### config.mk
export PLATFORM = sky130hd
export DESIGN_NAME = rotate_arbiter
export DESIGN_NICKNAME = d
export VERILOG_FILES = /design/src/rtl/rotate_pkg.sv /design/src/rtl/right_shift.sv /design/src/rtl/rr_pick.sv /design/src/rtl/rotate_arbiter.sv
export SDC_FILE = /design/constraint.sdc
export NUM_CORES = 1
export LEC_CHECK = 0
export BUFFER_PORTS_ARGS = -buffer_cell sky130_fd_sc_hd__buf_2
export CORE_ASPECT_RATIO = 1.4
export CORE_MARGIN = 2
export CORE_UTILIZATION = 45
export DETAILED_ROUTE_END_ITERATION = 8
export PLACE_DENSITY = 0.82
export SLEW_MARGIN = 40
export SYNTH_ARGS = -nofsm -noshare
export SYNTH_HDL_FRONTEND = slang
export SYNTH_SLANG_ARGS = --single-unit
### constraint.sdc
create_clock -name clk -period 3.9 [get_ports clk]
set_input_delay 1.17 -clock clk [delete_from_list [all_inputs] [get_ports clk]]
set_output_delay 1.17 -clock clk [all_outputs]
set_load 0.01 [all_outputs]
### src/rtl/rotate_pkg.sv
// Shared constants and helpers for the rotate arbiter slice.
// Optional feature macro used by this slice: ROTATE_LEFT_EN (adds left rotation).
package rotate_pkg;

   localparam int ROT_W   = 8;
   localparam int SHIFT_W = 3;

   // Advance a round-robin pointer by one, wrapping at n.
   function automatic int rr_next(input int ptr, input int n);
      return (ptr + 1 >= n) ? 0 : ptr + 1;
   endfunction

endpackage

### src/rtl/right_shift.sv
// 8-bit right-rotate datapath: dout = {din[amt-1:0], din[7:amt]}, amt=0 passes din.
module right_shift
   import rotate_pkg::*;
(
   input  logic [ROT_W-1:0]   din,
   input  logic [SHIFT_W-1:0] amt,
   output logic [ROT_W-1:0]   dout
);

   logic [2*ROT_W-1:0] dbl;

   // Shifting the doubled operand right drops the wrapped-around bits into the low byte.
   always_comb begin
      dbl  = {din, din} >> amt;
      dout = dbl[ROT_W-1:0];
   end

endmodule

### src/rtl/rr_pick.sv
// Combinational round-robin picker: first set request at or after ptr, wrapping at N.
module rr_pick #(
   parameter int N   = 4,
   parameter int IDW = 2
) (
   input  logic [N-1:0]   req,
   input  logic [IDW-1:0] ptr,
   output logic [N-1:0]   grant,
   output logic [IDW-1:0] grant_idx,
   output logic           any_req
);

   logic [IDW-1:0] cand_idx [N];
   logic [N-1:0]   cand_req;

   // Candidate k is the requester k positions after the pointer; modulo keeps it below N.
   generate
      for (genvar gi = 0; gi < N; gi++) begin : g_cand
         assign cand_idx[gi] = IDW'((int'(ptr) + gi) % N);
         assign cand_req[gi] = req[cand_idx[gi]];
      end
   endgenerate

   // Scan from the farthest candidate down so the nearest active one wins.
   always_comb begin
      grant     = '0;
      grant_idx = '0;
      any_req   = 1'b0;
      for (int k = N - 1; k >= 0; k--) begin
         if (cand_req[k]) begin
            any_req   = 1'b1;
            grant_idx = cand_idx[k];
         end
      end
      if (any_req) begin
         grant[grant_idx] = 1'b1;
      end
   end

endmodule

### src/rtl/rotate_arbiter.sv
// Round-robin arbiter sharing one right_shift rotator between NUM_REQ requesters,
// with a single registered response channel.
// Optional feature macro: ROTATE_LEFT_EN adds per-requester req_dir (1 = rotate left).
module rotate_arbiter
   import rotate_pkg::*;
#(
   parameter  int NUM_REQ = 4,
   localparam int IDW     = (NUM_REQ > 1) ? $clog2(NUM_REQ) : 1
) (
   input  logic                       clk,
   input  logic                       rst,
   input  logic [NUM_REQ-1:0]         req_valid,
   output logic [NUM_REQ-1:0]         req_ready,
   input  logic [NUM_REQ*ROT_W-1:0]   req_data,
   input  logic [NUM_REQ*SHIFT_W-1:0] req_shift,
`ifdef ROTATE_LEFT_EN
   input  logic [NUM_REQ-1:0]         req_dir,
`endif
   output logic                       rsp_valid,
   input  logic                       rsp_ready,
   output logic [ROT_W-1:0]           rsp_data,
   output logic [IDW-1:0]             rsp_id,
   output logic                       busy
);

   logic [ROT_W-1:0]   data_arr  [NUM_REQ];
   logic [SHIFT_W-1:0] shift_arr [NUM_REQ];

   logic [NUM_REQ-1:0] grant;
   logic [IDW-1:0]     grant_idx;
   logic               any_req;

   logic [IDW-1:0]     rr_ptr_reg;
   logic               rsp_valid_reg;
   logic [ROT_W-1:0]   rsp_data_reg;
   logic [IDW-1:0]     rsp_id_reg;

   logic [ROT_W-1:0]   sel_data;
   logic [SHIFT_W-1:0] sel_amt;
   logic [ROT_W-1:0]   rot_out;
   logic               slot_free;
   logic               accept;

   // Unpack the flat operand buses into per-requester slices.
   generate
      for (genvar gi = 0; gi < NUM_REQ; gi++) begin : g_unpack
         assign data_arr[gi]  = req_data[gi*ROT_W +: ROT_W];
         assign shift_arr[gi] = req_shift[gi*SHIFT_W +: SHIFT_W];
      end
   endgenerate

   rr_pick #(
      .N   (NUM_REQ),
      .IDW (IDW)
   ) u_pick (
      .req       (req_valid),
      .ptr       (rr_ptr_reg),
      .grant     (grant),
      .grant_idx (grant_idx),
      .any_req   (any_req)
   );

   // Slot frees up when empty or when the held response is being taken this cycle.
   always_comb begin
      slot_free = !rsp_valid_reg || rsp_ready;
      accept    = any_req && slot_free && !rst;
      req_ready = accept ? grant : '0;
   end

   // Steer the winner's operand to the rotator; a left rotate by s is a right rotate by -s mod 8.
   always_comb begin
      sel_data = data_arr[grant_idx];
`ifdef ROTATE_LEFT_EN
      sel_amt  = req_dir[grant_idx] ? (SHIFT_W'(0) - shift_arr[grant_idx]) : shift_arr[grant_idx];
`else
      sel_amt  = shift_arr[grant_idx];
`endif
   end

   right_shift u_rot (
      .din  (sel_data),
      .amt  (sel_amt),
      .dout (rot_out)
   );

   // Response register and round-robin pointer; a stalled response holds everything.
   always_ff @(posedge clk) begin
      if (rst) begin
         rsp_valid_reg <= 1'b0;
         rsp_data_reg  <= '0;
         rsp_id_reg    <= '0;
         rr_ptr_reg    <= '0;
      end else if (accept) begin
         rsp_valid_reg <= 1'b1;
         rsp_data_reg  <= rot_out;
         rsp_id_reg    <= grant_idx;
         rr_ptr_reg    <= IDW'(rr_next(int'(grant_idx), NUM_REQ));
      end else if (slot_free) begin
         rsp_valid_reg <= 1'b0;
      end
   end

   assign rsp_valid = rsp_valid_reg;
   assign rsp_data  = rsp_data_reg;
   assign rsp_id    = rsp_id_reg;
   assign busy      = rsp_valid_reg;

endmodule

; ---- After elaboration in Yosys (flattened, before gate mapping)
; Index checks and enable logic that the tools add are counted.
[classes]
shifts = 1
add_sub_neg = 4
n_reduce_logical = 7
n_bitwise = 1
mux = 29
order_cmp = 8
[op_table]
columns = operator, count
row1 = 8-bit binary-select mux with 2-bit select, 1
row2 = 8-bit two-way mux, 2
row3 = 16-bit by 3-bit >> shifter with 8-bit output, 1
row4 = "2-bit by 3-bit less-than comparator with 1-bit output, second input constant", 5
row5 = 1-bit two-way mux, 11
row6 = 2-bit two-way mux, 5
row7 = 1-bit binary-select mux with 2-bit select, 4
row8 = 4-bit two-way mux, 2
row9 = 3-bit binary-select mux with 2-bit select, 1
row10 = "3-bit greater-or-equal comparator, second input constant", 2
row11 = 3-bit two-way mux, 2
row12 = "2-bit adder, second input constant", 2
row13 = "2-bit by 1-bit adder with 3-bit output, second input constant", 1
row14 = 1-bit logical AND, 3
row15 = 2-bit inverter with 3-bit output, 1
row16 = "2-bit by 1-bit adder with 2-bit output, second input constant", 1
row17 = 1-bit demux with 2-bit select, 1
row18 = "2-bit by 1-bit greater-or-equal comparator with 1-bit output, second input constant", 1
row19 = 1-bit logical NOT, 2
row20 = 2-bit nonzero test, 1
row21 = 1-bit logical OR, 1
[word_totals]
in_bits = 51
ff_bits = 13
word_cells = 54
output_inout_bits = 16

; ---- Longest topological paths before layout
[depth]
ltp_word = 13
mapped_depth = 10
ltp_nobuf = 9

; ---- By module
; From an unflattened synthesis, not the netlist that was laid out.
[hier_totals]
cells_unflattened = 116
area_unflattened_um2 = 1377.6
[by_module_without_submodules]
columns = module, instances, seq_area_each_um2, cells_per_inst, area_per_inst_um2
row1 = rotate_arbiter, 1, 260.2, 68, 868.3
row2 = right_shift, 1, 0.0, 19, 326.6
row3 = rr_pick, 1, 0.0, 29, 182.7

; ---- Worst setup path after synthesis
; Ideal clock, no wire load.
[synth_path]
kind = input-to-output
startpoint = input port req_valid[2]
endpoint = output port req_ready[1]
slack_ps = 256
cell_stages = 7
arrival_time_ps = 2474
t_required_ps = 2730
n_path_buf = 1
path_cell_list = nor2b_1 -> a21o_1 -> a211o_1 -> inv_2 -> buf_2 -> ha_1 -> and2_1
[synth_via]
elab_chain_len = 12
elab_cells_between_ends = 25
cone_classes = order compare (2) / mux (20) / reduce/logical (3)
[synth_rtl]
columns = element, line_no
row1 = from (decl), rotate_arbiter.sv:12  ; input logic [NUM_REQ-1:0] req_valid,
row2 = 1-bit binary-select mux with 2-bit select, rr_pick.sv:20  ; assign cand_req[gi] = req[cand_idx[gi]];
row3 = 1-bit two-way mux (implied by the code), rr_pick.sv:20
row4 = 2-bit two-way mux (3 in series), rr_pick.sv:30  ; if (cand_req[k]) begin
row5 = 2-bit two-way mux *, rr_pick.sv:30
row6 = named net grant_idx[0], rotate_arbiter.sv:30  ; logic [IDW-1:0] grant_idx;
row7 = 2-bit by 3-bit less-than comparator with 1-bit output (implied by the code) or 2-bit by 1-bit greater-or-equal comparator with 1-bit output (tied branches), rr_pick.sv:36  ; grant[grant_idx] = 1'b1;
row8 = 1-bit logical AND (implied by the code), rr_pick.sv:36
row9 = 1-bit two-way mux (implied by the code), rr_pick.sv:36
row10 = 1-bit demux with 2-bit select *, -
row11 = 4-bit two-way mux *, rr_pick.sv:35  ; if (any_req) begin
row12 = 4-bit two-way mux *, rotate_arbiter.sv:67  ; req_ready = accept ? grant : '0;
row13 = to (decl), rotate_arbiter.sv:13  ; output logic [NUM_REQ-1:0] req_ready,
; Mark *: on every way through the listed nets, which the timed path passes. The rest lies on a longest branch. The select of a mux whose other input is x is not followed.

; ---- Worst setup path after layout
[layout_path]
startpoint = input port req_valid[2]
endpoint = output port req_ready[2]
[layout_via]
elab_chain_len = 12
elab_cells_between_ends = 25
cone_classes = order compare (2) / mux (20) / reduce/logical (3)
[layout_rtl]
columns = element, line_no
row1 = 1-bit binary-select mux with 2-bit select, rr_pick.sv:20
row2 = 1-bit two-way mux (implied by the code), rr_pick.sv:20
row3 = 2-bit two-way mux (4 in series), rr_pick.sv:30
row4 = 2-bit by 3-bit less-than comparator with 1-bit output (implied by the code) or 2-bit by 1-bit greater-or-equal comparator with 1-bit output (tied branches), rr_pick.sv:36
row5 = 1-bit logical AND (implied by the code), rr_pick.sv:36
row6 = 1-bit two-way mux (implied by the code), rr_pick.sv:36
row7 = 1-bit demux with 2-bit select, -
row8 = 4-bit two-way mux, rr_pick.sv:35
row9 = 4-bit two-way mux *, rotate_arbiter.sv:67
; Every way passes the cells marked *; elsewhere a longest branch is shown, timed or not. The select of a mux whose other input is x is not followed.

==> metrics <==
Synth Instances 210; Yosys reg bits 13; setup TNS 0 ns; Seq/Total Area, Yosys 17.7%; origin of the critical flop-to-flop path rr_ptr_reg[1]$_SDFFE_PP0P_; Initial Utilization a little under half; H-Tree Depth 1; Die X 52.3 microns; clk_lat worst skew 0.24 ns; initial antenna violation count 0; data required time of the worst path 2.73 ns; core area 3120 sq um; Period minus WS final around 3.6 ns; Layout Skew 0.00361 ns; status finished, final reports clean; vias in the first global route 1781; Syn. warnings 0; Power Dens Cells 499 nW/um^2; total power 0.000943 W; R2R Setup Slk 1.15 ns; CTS Sinks 13; Post-Place Cells 309; drt initial violations 49; fin crit share between 90% and 100%; maximum vdd drop 0.254 mV; top cells by area, synth nand3_1 (19%), dfxtp_1 (18%), a211oi_1 (5.6%); main flop type after synthesis dfxtp_1; Largest register FFs 8; filler cell count around 340; post-synth top area share between 10% and 20%; Num CTS Buffers 3; Synth Cell Area 1470 sq um; relative slew slack 52.3%; RR Endpoint rsp_data[4]$_SDFFE_PP0P_; Post-synth EDFFs 0; Max-cap violations 0; total grt overflow 0; worst r2r path cells 9; CP startpoint kind input port; clock slew at reported path FFs about 0.050 ns; DR DRC count 0; DR WL/cell 13.5 microns; first-pass GRT wire length 7.38 mm; total die area 3740 sq um; Cell Count, Final, Fillers Out 313; Clock Tree Buf Depth 2; Die Height 71.6 microns; IO buf count 66; CP endpoint kind output port; detailed placement HPWL 3.49 mm; nets@finish 331; WHS Endpoint rsp_data[5]$_SDFFE_PP0P_; io pins 67; CTS tree built; post-synth cell types 35; share of cells above drive strength 1 31.8%; RSZ-0062 raised after global routing no; Max Clock Freq between 0.2 and 0.3 GHz; Slew Viols, Final 0; row count 24; vias per cell 5.98; endpoints failing hold 0; Placement Cell Area 1840 sq um; Post-DRT Antenna Nets 0; ys async rst share 0%; Crit Path Max Fanout 4; worst hold path class register to register; total wire length 4.23 mm; Cells on Worst Hold Path 2; Ant. Diodes 0; worst setup path class input port to output port; post-route design area between 1500 and 2000 sq um; hold wc startpoint rsp_data[5]$_SDFFE_PP0P_; CTS Hold Bufs 0; Worst Path Arrival around 2.4 ns; final setup vio count 0; area grow syn2layout 28.5%; Initial DRT Pass Iterations 4; Leakage 0.871 nW; RePlAce Congestion around 0.94; post-CTS sizing 0; Avg Synthesized Cell Area 6.99 sq um; actual slew at the worst max-slew pin 0.709 ns; fin util between 60% and 70%; CTS root buffer clkbuf_8; pin count of the biggest net entering global routing 23; Yosys top cell by area nand3_1; GRT Overall Usage 24.5%; net count after synthesis between 200 and 300; Setup Fix Bufs, Post-CTS 0; via count about 1900
## stage by stage
stage | hold slack [ns] | setup slack (ns)
2_1_floorplan | 0.472 | 0.256
3_3_place_gp | 0.465 | 0.358
3_5_place_dp | 0.491 | 0.331
4_1_cts | 0.501 | 0.322
5_1_grt | 0.523 | 0.245
6_report | 0.498 | 0.331
## worst max path at each step
stage / from / end / slack (ns) / cells past startpoint
3_3_place_gp: req_valid[2] / req_ready[2] / 0.36 / 7
2_1_floorplan: req_valid[2] / req_ready[1] / 0.26 / 7
3_5_place_dp: req_valid[2] / req_ready[2] / 0.33 / 7
6_report: req_valid[2] / req_ready[2] / 0.33 / 7
4_1_cts: req_valid[2] / req_ready[2] / 0.32 / 7
5_1_grt: req_valid[2] / req_ready[2] / 0.25 / 8
## critical path, cell delays in order
cell,delay (ns)
buf_2,0.12
nor2b_1,0.15
a21o_1,0.15
a211o_1,0.35
ha_1,0.20
and2_1,0.12
buf_2,0.13
## power breakdown
part,internal (W),switching (W)
Sequential,0.000158,0.0000160
Combinational,0.000245,0.000405
Clock,0.0000721,0.0000465
Total,0.000475,0.000467
## synth_stat cells (3+ instances only)
| master | number |
|---|---|
| inv_1 | 3 |
| o211ai_1 | 8 |
| nand3_1 | 56 |
| o21ai_0 | 13 |
| ha_1 | 5 |
| and3_1 | 5 |
| nand2b_1 | 3 |
| a211oi_1 | 11 |
| o2111ai_1 | 8 |
| nor2b_1 | 4 |
| clkbuf_1 | 9 |
| nand2_1 | 10 |
| nor2_1 | 11 |
| dfxtp_1 | 13 |
| a211oi_2 | 3 |
| nand4_1 | 8 |
| a211o_1 | 6 |
| o21ai_1 | 6 |
| a21oi_1 | 3 |
| and2_1 | 4 |
## metal layers
metal	vias up	share of wire [%]	GRT usage, %
li1	941	-	-
met1	845	38	27.6
met2	73	54	46.3
met3	13	4.1	1.25
met4	0	3.0	9.69
met5	-	0	0
## cell type report
class                      count  area, sq um  area share, %
clock buffer                   4         45.0           2.39
inverter                       4         15.0          0.795
multi-input combinational    179         1130           59.8
sequential                    13          260           13.8
tap                           39         48.8           2.58
timing repair buffer          74          390           20.7
## logic make-up after synthesis
logic type,Yosys count,share of synthesized area (%)
buf+inv,18,5.79
flops,13,17.7
compound gates,64,33.0
fa+ha+maj,5,4.26
simple gates,110,39.3
## layout by cell type, fill, tap and decap left out, types with 4 or more instances in the layout
cell / synthesis / routed
o2111ai_1: 8 / 8
o21ai_1: 6 / 6
buf_2: 2 / 66
ha_1: 5 / 5
o21ai_0: 13 / 13
nor2b_1: 4 / 4
and2_1: 4 / 4
nor2_1: 11 / 11
nand4_1: 8 / 8
dfxtp_1: 13 / 13
buf_4: 2 / 8
nand3_1: 56 / 56
and3_1: 5 / 5
a211oi_1: 11 / 11
a211o_1: 6 / 6
o211ai_1: 8 / 8
nand2_1: 10 / 10
Power figures use the tool's default switching activity.
